## config.mk

```make
export PLATFORM = sky130hd
export DESIGN_NAME = cas_fsk_player
export DESIGN_NICKNAME = d
export VERILOG_FILES = /design/src/rtl/cas_fsk_player.sv
export SDC_FILE = /design/constraint.sdc
export NUM_CORES = 1
export LEC_CHECK = 0
export CORE_ASPECT_RATIO = 1.25
export CORE_MARGIN = 2
export CORE_UTILIZATION = 55
export DETAILED_ROUTE_END_ITERATION = 7
export MAX_ROUTING_LAYER = met4
export PLACE_DENSITY = 0.81
export SETUP_SLACK_MARGIN = 0.02
export SLEW_MARGIN = 15
export SYNTH_ARGS = -nofsm -noshare
export SYNTH_HDL_FRONTEND = slang
export SYNTH_SLANG_ARGS = --single-unit
```

## constraint.sdc

```tcl
create_clock -name clk -period 3.3 [get_ports clk]
set_input_delay 0.495 -clock clk [delete_from_list [all_inputs] [get_ports clk]]
set_output_delay 0.495 -clock clk [all_outputs]
set_load 0.02 [all_outputs]
```

## src/rtl/cas_fsk_player.sv

```systemverilog
// Cassette playback engine: streams a tape image from byte memory as CoCo FSK (bit 0 = 1200 Hz, bit 1 = 2400 Hz, LSB first).
// Define CAS_MONITOR_EN to enable the signed audio monitor output (audio_mon); otherwise audio_mon is tied to 0.
module cas_fsk_player #(
  parameter int unsigned ADDR_W  = 16,
  parameter int unsigned CNT_W   = 16,
  parameter int unsigned HALF_P0 = 23863,
  parameter int unsigned HALF_P1 = 11932,
  parameter int unsigned RD_LAT  = 1,
  parameter logic [15:0] MON_AMP = 16'h1000
) (
  input  logic              clk,
  input  logic              COCO_RESET_N,
  input  logic              en,
  input  logic              pause,
  input  logic              rewind,
  input  logic [ADDR_W-1:0] tape_len,
  output logic [ADDR_W-1:0] mem_addr,
  output logic              mem_rd,
  input  logic [7:0]        mem_data,
  output logic              data,
  output logic              playing,
  output logic              eot,
  output logic [15:0]       audio_mon
);

  localparam int unsigned      LAT_W = (RD_LAT < 2) ? 1 : $clog2(RD_LAT + 1);
  localparam logic [LAT_W-1:0] LAT   = LAT_W'(RD_LAT);
  localparam logic [CNT_W-1:0] H0    = CNT_W'(HALF_P0 - 1);
  localparam logic [CNT_W-1:0] H1    = CNT_W'(HALF_P1 - 1);

  typedef enum logic [2:0] {S_IDLE, S_FETCH, S_WAIT, S_SHIFT, S_DONE} state_t;
  typedef enum logic [1:0] {P_START, P_HIGH, P_LOW} phase_t;

  state_t           state;
  phase_t           phase;
  logic [CNT_W-1:0] cnt;
  logic [2:0]       bitcnt;
  logic [7:0]       sr;
  logic [7:0]       hold;
  logic             hold_valid;
  logic             rd_busy;
  logic [LAT_W-1:0] rd_cnt;
  logic             run;
  logic             fetch_ok;
  logic             rd_done;

  function automatic logic [CNT_W-1:0] half_m1(input logic b);
    return b ? H1 : H0;
  endfunction

  always_comb begin
    run      = en & ~pause;
    fetch_ok = mem_addr < tape_len;
    rd_done  = rd_busy && (rd_cnt == '0);
  end

  always_ff @(posedge clk or negedge COCO_RESET_N) begin
    if (!COCO_RESET_N) begin
      state      <= S_IDLE;
      phase      <= P_START;
      cnt        <= '0;
      bitcnt     <= '0;
      sr         <= '0;
      hold       <= '0;
      hold_valid <= 1'b0;
      rd_busy    <= 1'b0;
      rd_cnt     <= '0;
      mem_addr   <= '0;
      mem_rd     <= 1'b0;
      data       <= 1'b0;
      playing    <= 1'b0;
      eot        <= 1'b0;
    end else if (rewind) begin
      state      <= S_IDLE;
      phase      <= P_START;
      hold_valid <= 1'b0;
      rd_busy    <= 1'b0;
      mem_rd     <= 1'b0;
      mem_addr   <= '0;
      data       <= 1'b0;
      playing    <= 1'b0;
      eot        <= 1'b0;
    end else begin
      // Read engine: one read at a time; captures land in the holding reg unless WAIT consumes them directly.
      if (mem_rd) begin
        mem_rd   <= 1'b0;
        mem_addr <= mem_addr + 1'b1;
      end
      if (rd_busy) begin
        if (rd_done) begin
          rd_busy <= 1'b0;
          if (state != S_WAIT) begin
            hold       <= mem_data;
            hold_valid <= 1'b1;
          end
        end else begin
          rd_cnt <= rd_cnt - 1'b1;
        end
      end

      case (state)
        S_IDLE: begin
          if (run) begin
            if (fetch_ok) begin
              state   <= S_FETCH;
              mem_rd  <= 1'b1;
              rd_busy <= 1'b1;
              rd_cnt  <= LAT;
            end else begin
              state <= S_DONE;
              eot   <= 1'b1;
            end
          end
        end
        S_FETCH: state <= S_WAIT;
        S_WAIT: begin
          if (rd_done) begin
            sr     <= mem_data;
            bitcnt <= '0;
            phase  <= P_START;
            state  <= S_SHIFT;
          end
        end
        S_SHIFT: begin
          if (!run) begin
            data    <= 1'b0;
            playing <= 1'b0;
            phase   <= P_START;
          end else begin
            case (phase)
              P_START: begin
                data    <= 1'b1;
                playing <= 1'b1;
                cnt     <= half_m1(sr[0]);
                phase   <= P_HIGH;
                if (bitcnt == '0 && fetch_ok && !hold_valid && !rd_busy) begin
                  mem_rd  <= 1'b1;
                  rd_busy <= 1'b1;
                  rd_cnt  <= LAT;
                end
              end
              P_HIGH: begin
                if (cnt == '0) begin
                  data  <= 1'b0;
                  cnt   <= half_m1(sr[0]);
                  phase <= P_LOW;
                end else begin
                  cnt <= cnt - 1'b1;
                end
              end
              P_LOW: begin
                if (cnt != '0) begin
                  cnt <= cnt - 1'b1;
                end else if (bitcnt != 3'd7) begin
                  sr     <= sr >> 1;
                  bitcnt <= bitcnt + 1'b1;
                  data   <= 1'b1;
                  cnt    <= half_m1(sr[1]);
                  phase  <= P_HIGH;
                end else if (hold_valid && mem_addr <= tape_len) begin
                  // Gapless hand-over: the held byte starts on the same edge the last low half ends.
                  sr         <= hold;
                  hold_valid <= 1'b0;
                  bitcnt     <= '0;
                  data       <= 1'b1;
                  cnt        <= half_m1(hold[0]);
                  phase      <= P_HIGH;
                  if (fetch_ok) begin
                    mem_rd  <= 1'b1;
                    rd_busy <= 1'b1;
                    rd_cnt  <= LAT;
                  end
                end else begin
                  data    <= 1'b0;
                  playing <= 1'b0;
                  phase   <= P_START;
                  if (hold_valid) begin
                    hold_valid <= 1'b0;
                    state      <= S_DONE;
                    eot        <= 1'b1;
                  end else if (rd_busy) begin
                    state <= S_WAIT;
                  end else if (fetch_ok) begin
                    state   <= S_FETCH;
                    mem_rd  <= 1'b1;
                    rd_busy <= 1'b1;
                    rd_cnt  <= LAT;
                  end else begin
                    state <= S_DONE;
                    eot   <= 1'b1;
                  end
                end
              end
              default: phase <= P_START;
            endcase
          end
        end
        S_DONE: begin
          data    <= 1'b0;
          playing <= 1'b0;
        end
        default: state <= S_IDLE;
      endcase
    end
  end

`ifdef CAS_MONITOR_EN
  always_ff @(posedge clk or negedge COCO_RESET_N) begin
    if (!COCO_RESET_N) begin
      audio_mon <= '0;
    end else if (!playing) begin
      audio_mon <= '0;
    end else begin
      audio_mon <= data ? MON_AMP : (~MON_AMP + 16'd1);
    end
  end
`else
  // Monitor disabled: output held at zero while MON_AMP stays referenced.
  assign audio_mon = MON_AMP & 16'h0000;
`endif

endmodule

```

==> results of run 1 <==
==> synthesized netlist by cell type, types with 3 or more instances <==
cell                        n
sky130_fd_sc_hd__a211oi_1   6
sky130_fd_sc_hd__a21o_1     8
sky130_fd_sc_hd__a21oi_1   30
sky130_fd_sc_hd__a221oi_1   6
sky130_fd_sc_hd__a22o_1     4
sky130_fd_sc_hd__a31o_2     4
sky130_fd_sc_hd__a31oi_1   23
sky130_fd_sc_hd__and2_1     5
sky130_fd_sc_hd__and3_1     4
sky130_fd_sc_hd__buf_4     18
sky130_fd_sc_hd__clkbuf_1  11
sky130_fd_sc_hd__dfrtp_1   63
sky130_fd_sc_hd__ha_1      26
sky130_fd_sc_hd__inv_1     32
sky130_fd_sc_hd__mux2_2     8
sky130_fd_sc_hd__mux2i_1    9
sky130_fd_sc_hd__nand2_1   50
sky130_fd_sc_hd__nand2b_1   8
sky130_fd_sc_hd__nand3_1    4
sky130_fd_sc_hd__nand4_1   10
sky130_fd_sc_hd__nor2_1    40
sky130_fd_sc_hd__nor2b_1    4
sky130_fd_sc_hd__nor3_1     9
sky130_fd_sc_hd__nor4_1     3
sky130_fd_sc_hd__o21a_1     4
sky130_fd_sc_hd__o21ai_0   21
sky130_fd_sc_hd__o31ai_1    4
sky130_fd_sc_hd__or3_1     10
sky130_fd_sc_hd__xnor2_1    3
sky130_fd_sc_hd__xor2_1     6
==> routing by layer <==
metal	vias up	track usage	wire, um	part of all wire
li1	1803	-	-	-
met1	1797	0.337	4460	0.42
met2	152	0.443	5140	0.49
met3	24	0.0486	612	0.058
met4	0	0.115	284	0.027
met5	-	-	0	0
==> registers in the layout (all words and copies together), names as in the netlist, 2 cells and up <==
name and cells:
phase 2, sr 8, hold 8, cnt 16, mem_addr 16, bitcnt 3, state 3
==> through the flow <==
step	total power, W	cells	util	setup WS (ns)
floorplan	0.00171	487	-	0.571
global placement	0.00193	611	0.649	0.0627
detailed placement	0.00195	611	0.649	0.0169
CTS	0.00267	627	0.677	0.366
global route	0.00284	627	0.677	0.195
finish	0.00267	627	0.677	0.354
==> power groups by stage <==
stage	clock, W	combinational (W)	sequential (W)
6_report	0.000712	0.000777	0.00118
3_5_place_dp	0	0.000766	0.00118
3_3_place_gp	0	0.000749	0.00118
2_1_floorplan	0	0.000602	0.00111
5_1_grt	0.000757	0.000874	0.00121
4_1_cts	0.000726	0.000770	0.00118
==> logic make-up after synthesis <==
kind of cell	Yosys count
xor+xnor	9
compound gates	127
simple gates	165
flops	63
mux	19
other cells	1
fa+ha+maj	26
buf+inv	62
==> layout make-up <==
type	count	area, um^2
clock inverters	6	67.6
multi-input cells	362	2420
flip-flops and latches	63	1580
clock buffers	10	138
inverters	32	120
repair buffers	62	606
fillers	593	2400
well taps	92	115
==> critical path: stages <==
cell	delay [ns]
sky130_fd_sc_hd__clkdlybuf4s50_1	0.46
sky130_fd_sc_hd__inv_1	0.04
sky130_fd_sc_hd__ha_1	0.30
sky130_fd_sc_hd__nand4_1	0.15
sky130_fd_sc_hd__or3_4	0.42
sky130_fd_sc_hd__or4_4	0.58
sky130_fd_sc_hd__o311ai_4	0.16
sky130_fd_sc_hd__a21oi_2	0.10
sky130_fd_sc_hd__buf_4	0.18
sky130_fd_sc_hd__a221oi_1	0.30
==> final timing paths <==
| path | startpoint | to | slack (ns) |
|---|---|---|---|
| worst min-delay path | COCO_RESET_N | mem_addr[2] | 0.25 |
| worst min register to register | hold[7] | hold[7] | 0.51 |
| max in group asynchronous | COCO_RESET_N | sr[1] | 2.30 |
| worst max-delay path | tape_len[15] | sr[7] | 0.35 |
| worst max register to register | mem_addr[14] | sr[7] | 0.53 |
| min in group clk | hold[7] | hold[7] | 0.51 |
==> run summary, run 1 <==
By area the synthesized netlist is led by sky130_fd_sc_hd__dfrtp_1, sky130_fd_sc_hd__ha_1, sky130_fd_sc_hd__nand2_1. The share of the Yosys chip area taken by registers is 0.372. The count of buffers inserted at the top-level ports came out at 48. The via count of the first global-routing pass is 3,651.

The fraction of power consumed by combinational cells is 0.291. In the final layout, the share of cells above drive strength 1 is 0.110. The post-CTS repair timing setup buffer count is 0.

The multiplexer fraction of the synthesized cell area is 0.0478. Synthesis handed over a netlist of 472 instances. The number of enable flip-flop cells after synthesis came out at 0. In the finished design, the share of the clock period the worst path needs comes to 0.893. Headroom to the max-slew limit came out at 0.396. The y dimension of the die is 102 um. Relative to the synthesized area, the layout overhead comes to 18.9%. The area share of the largest cell type after synthesis is 0.372. The sequential share of power is 0.443. For this block, the initial DRC count from the detailed router was 204.

The worst setup path is captured at a flop. sky130_fd_sc_hd__dfrtp_1 takes more of the synthesized area than any other cell. The time the worst path needs with I/O delays and setup is 2.95 ns.

Leaving out fill and tap cells, the most frequent cell in the layout is sky130_fd_sc_hd__dfrtp_1. Clock tree synthesis selected as its root buffer the cell sky130_fd_sc_hd__clkbuf_8. The highest clock rate came out at 339 MHz. In the layout the commonest cells are sky130_fd_sc_hd__dfrtp_1, sky130_fd_sc_hd__nand2_1, sky130_fd_sc_hd__clkdlybuf4s50_1. The share of total power dissipated in the clock network is 0.266. For this design the static power due to leakage is 2.19 nW. The number of vias in the routed layout is 3,776. Counting every sink on the clock net gives 63. The main combinational cell family by area after synthesis is compound AO/OA/AOI/OAI gates. The worst-case vdd ir drop is 416 uV. The worst setup path is launched from a primary input. The critical path is of the primary input to flop type. The synthesized netlist occupies a cell area of 4240 um^2. The simple-gate share of the synthesized area came out at 0.201. The number of slew-limit violations in the final report is 0. For this design the top-level I/O count stands at 65. The total overflow left after global routing is 0. The clock slew seen by the registers of the worst setup and hold paths is 0.08 ns. The count of state elements after synthesis is 63. The iteration count of the initial detailed-routing pass came out at 5.

The final count of negative-setup-slack endpoints came out at 0. For the pin with the worst max-slew slack, the measured transition is 0.906 ns. Wires add up to 10,500 um. The worst hold margin came out at 0.254 ns. The area fraction in compound gates after synthesis came out at 0.212.

The internal power came out at 0.00168 W. Data on the critical path is required at its endpoint by 3.55 ns. In the global route stage, overall resource usage came out at 0.274. The areal power density over the cells is 530 nW/um^2. The per-instance average area after synthesis is 8.98 um^2. The clock tree skew after final layout came out at 0.0111 ns.

The antenna diode count came out at 0. The first global-routing pass estimated 17,100 um of wire. The die outline area is 8430 um^2. Clock tree synthesis inserted a total of 9 buffers.

After the last flow step, the layout net total stands at 585. The number of levels in the clock H-tree came out at 3. Of the total synthesized cell area, the portion taken by full adders, half adders and majority gates is 0.0768.

The HPWL after detailed placement is 7650 um. The post-layout instance area came out at 5040 um^2. Using the TritonRoute via totals, the vias-per-cell ratio works out to 6.02. The maximum count of clock buffers along a single path came out at 2. The most used flip-flop cell after synthesis is sky130_fd_sc_hd__dfrtp_1.

The reported net switching power is 0.000995 W. The largest net degree at the start of global routing came out at 41. The count of cells along the worst register-to-register path is 8.

The final estimated routing congestion in global placement came out at 0.902. The maximum net fanout on the critical path came out at 9. The initial standard-cell utilization of the core came out at 0.569. The number of cells upsized or downsized after cts came out at 0. The number of distinct library cell variants in the gate-level netlist after synthesis is 65. Buffers inserted to repair hold after CTS numbered 0. The sum of negative setup slack is 0 ns. Of the total synthesized cell area, the portion taken by XOR and XNOR cells is 0.0186.

The final-report hold violation count is 0. Once detail routing completed, the nets flagged for antenna violations numbered 0. The share of synthesized registers carrying an async set or reset is 1.00. TritonCTS built the clock tree.

Dividing the detail-routed wire length by the instance count gives 16.7 um. The switching part of the total is 0.372. The placement row count came out at 35. The max-capacitance violation count is 0. The count of unresolved DRC violations after routing came out at 0.

The number of antenna violations at the first check in global routing is 0. The standard cell area after detailed placement is 4830 um^2. The number of warning messages in the yosys log is 0. The standard cell core area is 7440 um^2. Setup repair after global routing left no endpoint under its margin. The horizontal extent of the die came out at 82.5 um. The clock insertion delay at the later pin of the skew report is 0.36 ns. The classification of the worst-slack hold path is primary input to async pin. The run finished with clean final reports.

For the worst setup path, the data arrival time is 3.19 ns.
(Power assumes the default switching activity.)
==> run 2, diff against run 1 <==
==> constraint.sdc (replaced) <==
create_clock -name clk -period 2.88 [get_ports clk]
set_input_delay 0.432 -clock clk [delete_from_list [all_inputs] [get_ports clk]]
set_output_delay 0.432 -clock clk [all_outputs]
set_load 0.02 [all_outputs]
==> run 2 against run 1 <==
  * Cell count rose by 2.9%
  * Sequential power is 15% higher
  * Clock skew is 0.0026 ns higher
  * Largest cell class unchanged
==> run summary, run 2 (same netlist as run 1, synthesis figures left out) <==
The final-layout fill cell count was 581 (-2.0%). The most frequent standard cell in the layout excluding fill and tap cells is sky130_fd_sc_hd__dfrtp_1. The final design utilization is 0.708 (+0.0308).

The iteration count of the initial detailed-routing pass came out at 5 (unchanged). The I/O pin total came to 65 (unchanged). The antenna diode count came out at 0 (unchanged). The total area of sequential cells was 1580 um^2 (unchanged). The final-report hold violation count came out at 0 (unchanged).

The post-detailed-route via-to-cell ratio is 5.94 (-1.3%). The internal power came out at 0.00197 W (+18%). The clock insertion delay at the later pin of the skew report came out at 0.36 ns (about the same).

The worst-case vdd ir drop is 482 uV (+16%). The net count reported at finish came out at 603 (+3.1%). The slew at the pin closest to its max-slew limit came out at 0.748 ns (-0.157 ns).

The critical path data arrival time came to 2.96 ns (-0.23 ns). The routed length per placed instance came out at 16.7 um (-0.47%). The top cell types in the final layout, fill and taps aside, are sky130_fd_sc_hd__dfrtp_1, sky130_fd_sc_hd__nand2_1, sky130_fd_sc_hd__clkdlybuf4s50_1. The final worst setup slack was 0.142 ns (-0.212 ns).

Setup repair after global routing left no endpoint under its margin. The max-capacitance violation count came out at 0 (unchanged). The die outline area came out at 8430 um^2 (unchanged). The iteration-0 DRC count of the detailed router came out at 254 (+25%).

The number of slew-limit violations in the final report is 0 (unchanged). The standby leakage power is 2.31 nW (+5.5%). The time the worst path needs with I/O delays and setup is 2.74 ns. The worst slew margin relative to its limit is 0.501 (+0.105). The worst setup path is captured at a flop. The slowest stage cell on the critical path is sky130_fd_sc_hd__clkdlybuf4s50_1. The first-pass GRT wire length is 17,600 um (+2.9%). The fraction of power consumed by combinational cells came out at 0.311 (+0.020). The number of antenna violations at the first check in global routing is 0 (unchanged). The clock share of power is 0.257 (-0.009). The horizontal extent of the die came out at 82.5 um (unchanged). The clock tree skew after final layout is 0.0137 ns (+0.00258 ns). The final estimated routing congestion in global placement was 0.897 (-0.55%). The sequential share of power is 0.432 (-0.011). The tree is rooted in a sky130_fd_sc_hd__clkbuf_8. The fraction of layout instances using a drive strength above 1 came out at 0.157 (+0.0470). The flow ran to the end, and the final reports show no timing, DRC or antenna violations. The maximum count of clock buffers along a single path came out at 2 (unchanged).

The switching part of the total came out at 0.372 (about the same). The final clock period utilization by the worst path came out at 0.951. The critical path launch point type is a primary input. The area of the multi-input gates is 2490 um^2 (+2.8%). TritonCTS built the clock tree. The area growth from synthesis to layout came out at 24.3%. The post-CTS repair timing setup buffer count is 0 (unchanged). The placement row count was 35 (unchanged). The standard cell core area is 7440 um^2 (unchanged).

The CTS sink count came out at 63 (unchanged). The clock slew seen by the registers of the worst setup and hold paths is 0.08 ns (about the same). The total clock buffers created by CTS came out at 9 (unchanged). The required time at the endpoint of the critical path came out at 3.10 ns (-0.45 ns).

The count of unresolved DRC violations after routing came to 0 (unchanged). The worst setup path is of the primary input to flop kind. The final antenna-violating net count is 0 (unchanged). The initial standard-cell utilization of the core was 0.569 (unchanged).

The largest stage delay on the critical path is 0.46 ns (-0.12 ns). The path class of the tightest hold or removal check is primary input to async pin. The number of vias in the routed layout is 3,834 (+1.5%). The largest net degree at the start of global routing is 33 (-20%).

The y dimension of the die was 102 um (unchanged). The overall track demand over capacity in global routing is 0.281 (+0.00693). The hold buffer count at CTS came out at 0 (unchanged). The worst slack at placement came to -0.342 ns (-0.359 ns). The estimated wirelength of the detail-placed design came out at 7940 um (+3.7%). Based on the critical path, the design can be clocked at up to 365 MHz. The via count of the first global-routing pass came to 3,762 (+3.0%). The maximum net fanout on the critical path is 3 (-6).

The overflow left after global routing came to 0 (unchanged). The total wire length is 10,800 um (+2.4%). In the final layout, the registers with the most flip-flops are cnt: 16 flops, mem_addr: 16 flops.

The areal power density over the cells came out at 597 nW/um^2 (+12%). The reported net switching power is 0.00117 W (+17%). Walking the worst path, the cells encountered are clkdlybuf4s50_1 > inv_1 > ha_1 > nand4_1 > or3_4 > buf_12 > a211oi_4 > buf_6 > o311ai_4 > buf_6 > buf_4 > a31oi_1 > a31oi_1. The final count of negative-setup-slack endpoints came out at 0 (unchanged). The number of levels in the clock H-tree came to 3 (unchanged).

The count of buffers inserted at the top-level ports is 48 (unchanged).
==> run 2: cell count changes in the layout (fill, tap and decap cells not counted), moves of 2 or more <==
cell	delta
sky130_fd_sc_hd__clkinv_4	+2
sky130_fd_sc_hd__buf_6	+3
sky130_fd_sc_hd__buf_4	+14
sky130_fd_sc_hd__a31oi_1	-4
sky130_fd_sc_hd__a221oi_2	+5
sky130_fd_sc_hd__a221oi_1	-5
sky130_fd_sc_hd__a31oi_2	+4
==> run 2: metrics by stage <==
stage / area [um^2] / hold slack, ns / TNS, ns / std cells / power (W)
2_1_floorplan: 4290 / 0.136 / 0 / 487 / 0.00196
3_3_place_gp: 4980 / 0.469 / -6.50 / 629 / 0.00223
3_5_place_dp: 4980 / 0.494 / -8.34 / 629 / 0.00227
4_1_cts: 5200 / 0.143 / 0 / 645 / 0.00308
5_1_grt: 5270 / 0.193 / 0 / 645 / 0.00332
6_report: 5270 / 0.124 / 0 / 645 / 0.00314
==> run 2: worst paths after layout <==
path | from | to | slack (ns) | cells after the start
max | tape_len[14] | cnt[11] | 0.14 | 13
min | COCO_RESET_N | bitcnt[2] | 0.12 | 1
max reg2reg | mem_addr[12] | cnt[11] | 0.25 | 11
min reg2reg | hold[1] | hold[1] | 0.51 | 1
max in group asynchronous | COCO_RESET_N | mem_addr[9] | 2.11 | 2
min in group clk | hold[1] | hold[1] | 0.51 | 1
==> run 2: final cells by class <==
cell class | count | area share
clock buffer | 10 | 0.0261
clock inverter | 6 | 0.0131
inverter | 32 | 0.0228
multi-input combinational | 362 | 0.472
sequential | 63 | 0.299
tap | 92 | 0.0218
timing repair buffer | 80 | 0.145
==> run 2: critical path, delay by kind of cell <==
| family | cells | cell delay (ns) |
|---|---|---|
| simple gates | 2 | 0.55 |
| buf+inv | 6 | 1.11 |
| fa+ha+maj | 1 | 0.29 |
| compound gates | 4 | 0.60 |
==> run 2: timing repair <==
| action | in CTS | in global routing |
|---|---|---|
| pin swaps | 0 | 2 |
| hold endpoints to repair | 0 | 0 |
| setup endpoints to repair | 1 | 22 |
| resized for setup | 1 | 13 |
==> run 2: layer usage <==
| layer | vias to the layer above | GRT usage | wire length [um] |
|---|---|---|---|
| met2 | 139 | 0.475 | 5520 |
| met1 | 1828 | 0.342 | 4430 |
| met4 | 0 | 0.0807 | 173 |
| li1 | 1848 | - | - |
| met5 | - | - | 0 |
| met3 | 19 | 0.0512 | 623 |
==> run 2: power groups by stage <==
stage          logic [W]  registers, W  clock network [W]
5_1_grt          0.00109       0.00139           0.000847
3_3_place_gp    0.000884       0.00134                  0
3_5_place_dp    0.000913       0.00136                  0
4_1_cts         0.000923       0.00134           0.000816
6_report        0.000977       0.00136           0.000809
2_1_floorplan   0.000690       0.00127                  0
==> run 3, diff against run 2 <==
--- a/config.mk
+++ b/config.mk
@@ -11,6 +11,7 @@
 export DETAILED_ROUTE_END_ITERATION = 7
 export MAX_ROUTING_LAYER = met4
 export PLACE_DENSITY = 0.81
+export RECOVER_POWER = 100
 export SETUP_SLACK_MARGIN = 0.02
 export SLEW_MARGIN = 15
 export SYNTH_ARGS = -nofsm -noshare
==> run 3 against run 2 <==
  * The run now ends with max-capacitance violations, max-slew violations left
  * Flip-flop and latch count did not move
  * Sequential power barely moved
  * Clock power barely moved
  * Routed wire length rose by 0.58%
  * Non-clock buffer count did not move
  * Design area fell by 0.64%
  * First-iteration DRC count rose by 4.7%
  * Via count barely moved
  * Largest cell class unchanged
  * Sequential share of layout area rose by 0.19 points
  * Maximum frequency fell by 0.49%
  * Critical path depth did not move
==> run summary, run 3 (same netlist as run 1, synthesis figures left out) <==
The worst slack at placement came out at -0.342 ns (unchanged). Grouping stages by cell kind, the critical path spends the most delay in buffers and inverters. The number of slew-limit violations in the final report is 33 (+33). The tightest min-delay check is of the primary input to async pin type.

The max-capacitance violation count is 1 (+1). The final estimated routing congestion in global placement is 0.897 (unchanged). From synthesis to final layout, the design area changed by 23.5%. The clock root buffer is sky130_fd_sc_hd__clkbuf_8.

The global routing stage identified its most utilized layer as met2. The final reports fail on max-capacitance violations, max-slew violations. The time the worst path needs with I/O delays and setup came out at 2.75 ns (+0.0133 ns). The antenna diode count came out at 0 (unchanged). The overall track demand over capacity in global routing came out at 0.281 (unchanged). The net count reported at finish is 603 (unchanged).

The routed length per placed instance is 16.8 um (+0.58%). The number of antenna violations at the first check in global routing is 0 (unchanged). TritonCTS built the clock tree. The post-layout instance area was 5240 um^2 (-0.64%). The standard cell core area came out at 7440 um^2 (unchanged). The areal power density over the cells is 598 nW/um^2 (+0.26%). The highest clock rate was 363 MHz (-0.49%). The critical path class is primary input to flop. The total wire length is 10,800 um (+0.58%). The standby leakage power is 2.36 nW (+2.2%). Leaving out fill and tap cells, the most frequent cells in the layout are sky130_fd_sc_hd__dfrtp_1, sky130_fd_sc_hd__nand2_1, sky130_fd_sc_hd__nor2_1. The overall power consumption came out at 0.00313 W (-0.39%).

The sum of negative setup slack is 0 ns (unchanged). The required time at the endpoint of the critical path came out at 3.11 ns (about the same). The iteration count of the initial detailed-routing pass is 5 (unchanged). The final clock period utilization by the worst path came to 0.955 (+0.00463). The largest registers in the layout are cnt: 16 flops, mem_addr: 16 flops. The final-report hold violation count came to 0 (unchanged).

The number of levels in the clock H-tree came out at 3 (unchanged). The I/O pin total is 65 (unchanged). The clock tree skew after final layout came to 0.0139 ns (+0.000195 ns). The met1 capacity usage during global routing came out at 0.342 (unchanged). The worst-case vdd ir drop came to 484 uV (+0.33%). Leaving out fill and tap cells, the most frequent cell in the layout is sky130_fd_sc_hd__dfrtp_1. The final antenna-violating net count came to 0 (unchanged).

The largest stage delay on the critical path is 0.46 ns (about the same). STA classifies the critical path endpoint as a flop. The estimated wirelength of the detail-placed design came out at 7940 um (unchanged). The initial standard-cell utilization of the core came out at 0.569 (unchanged). The overflow left after global routing is 0 (unchanged). The first-pass GRT wire length was 17,600 um (unchanged).

STA classifies the critical path startpoint as a primary input. Setup repair after global routing left no endpoint under its margin. The count of buffering cells on the critical path with inverters included is 6 (unchanged).

The clock insertion delay at the later pin of the skew report was 0.37 ns (about the same). The maximum net fanout on the critical path came out at 3 (unchanged). The y dimension of the die came to 102 um (unchanged). The post-detailed-route via-to-cell ratio is 5.94 (about the same). The final worst setup slack came out at 0.128 ns (-0.0133 ns). The horizontal extent of the die is 82.5 um (unchanged). The post-CTS repair timing setup buffer count is 0 (unchanged). The number of vias in the routed layout came to 3,831 (-0.078%). The met2 demand-to-capacity share in global routing is 0.475 (unchanged). The worst hold margin came out at 0.499 ns (+0.375 ns). The clock slew seen by the registers of the worst setup and hold paths is 0.08 ns (about the same).

The largest individual stage delay along the critical path comes from the cell sky130_fd_sc_hd__clkdlybuf4s50_1. The count of cells along the worst register-to-register path came out at 11 (unchanged). The final count of negative-setup-slack endpoints is 0 (unchanged). The met3 track utilization from global routing came to 0.0512 (unchanged). The via count of the first global-routing pass came to 3,762 (unchanged). The placement row count was 35 (unchanged).

The CTS sink count was 63 (unchanged). The worst slew margin relative to its limit was -0.145 (-0.646). The die outline area is 8430 um^2 (unchanged). The standard cell area after detailed placement is 4980 um^2 (unchanged). The maximum count of clock buffers along a single path came out at 2 (unchanged). The startpoint identified for the worst register-to-register timing path is mem_addr[12]. The slew at the pin closest to its max-slew limit came out at 1.72 ns (+0.969 ns).

The hold buffer count at CTS is 0 (unchanged). The fraction of layout instances using a drive strength above 1 came out at 0.146 (-0.0108). The count of buffers inserted at the top-level ports is 48 (unchanged). The flow ran to the end, but the final reports show violations. The largest net degree at the start of global routing came out at 33 (unchanged). The critical path goes through clkdlybuf4s50_1 > inv_1 > ha_1 > nand4_1 > or3_4 > buf_12 > a211oi_4 > buf_6 > o311ai_4 > buf_6 > clkbuf_4 > a31oi_1 > a31oi_1. The endpoint identified for the worst register-to-register timing path is cnt[11]. The setup slack on the worst flop-to-flop path is 0.23 ns (-0.02 ns). The total clock buffers created by CTS came out at 9 (unchanged). The critical path data arrival time was 2.98 ns (+0.02 ns). The iteration-0 DRC count of the detailed router was 266 (+4.7%).

The count of unresolved DRC violations after routing was 0 (unchanged).
[run 3: how the worst max path moves through the flow]
stage | slack (ns) | cells past startpoint | endpoint | from
finish | 0.13 | 13 | cnt[11] | tape_len[14]
global route | 0.02 | 12 | sr[2] | tape_len[14]
CTS | 0.07 | 12 | sr[2] | tape_len[14]
detailed placement | -0.34 | 11 | sr[2] | tape_len[15]
global placement | -0.25 | 11 | sr[1] | tape_len[15]
floorplan | 0.17 | 7 | cnt[12] | mem_addr[15]
[run 3: where the power goes]
part / switching (W) / internal (W) / leakage, nW
logic: 0.000532 / 0.000429 / 1.46
registers: 0.000254 / 0.00110 / 0.805
clock network: 0.000385 / 0.000427 / 0.103
total: 0.00117 / 0.00196 / 2.36
[run 3: repair_timing]
action	in CTS	in global routing
hold endpoints to repair	0	0
gates resized for setup	1	13
pin swaps	0	2
setup endpoints to repair	1	22
cloned	0	0
[run 3: per-layer routing]
metal	vias to the layer above	routed length, um
li1	1847	-
met4	0	143
met3	18	646
met1	1834	4590
met5	-	0
met2	132	5440
[run 3: area by class of cell]
| cell class | count | area (um^2) |
|---|---|---|
| clock buffers | 10 | 138 |
| clock inverters | 6 | 68.8 |
| fillers | 587 | 2210 |
| inverters | 32 | 120 |
| multi-input cells | 362 | 2480 |
| flip-flops and latches | 63 | 1580 |
| well taps | 92 | 115 |
| repair buffers | 80 | 737 |
[run 3: metrics by stage]
stage | std cells | utilization
floorplan | 487 | -
global placement | 629 | 0.669
detailed placement | 629 | 0.669
CTS | 645 | 0.698
global route | 645 | 0.703
finish | 645 | 0.703
[run 3: worst register-to-register path, stage by stage, from the launching register on]
cell and delay, ns:
sky130_fd_sc_hd__dfrtp_1 0.46, sky130_fd_sc_hd__ha_1 0.31, sky130_fd_sc_hd__nand4_1 0.12, sky130_fd_sc_hd__or3_4 0.43, sky130_fd_sc_hd__buf_12 0.14, sky130_fd_sc_hd__a211oi_4 0.24, sky130_fd_sc_hd__buf_6 0.17, sky130_fd_sc_hd__o311ai_4 0.12
sky130_fd_sc_hd__buf_6 0.16, sky130_fd_sc_hd__clkbuf_4 0.13, sky130_fd_sc_hd__a31oi_1 0.19, sky130_fd_sc_hd__a31oi_1 0.06
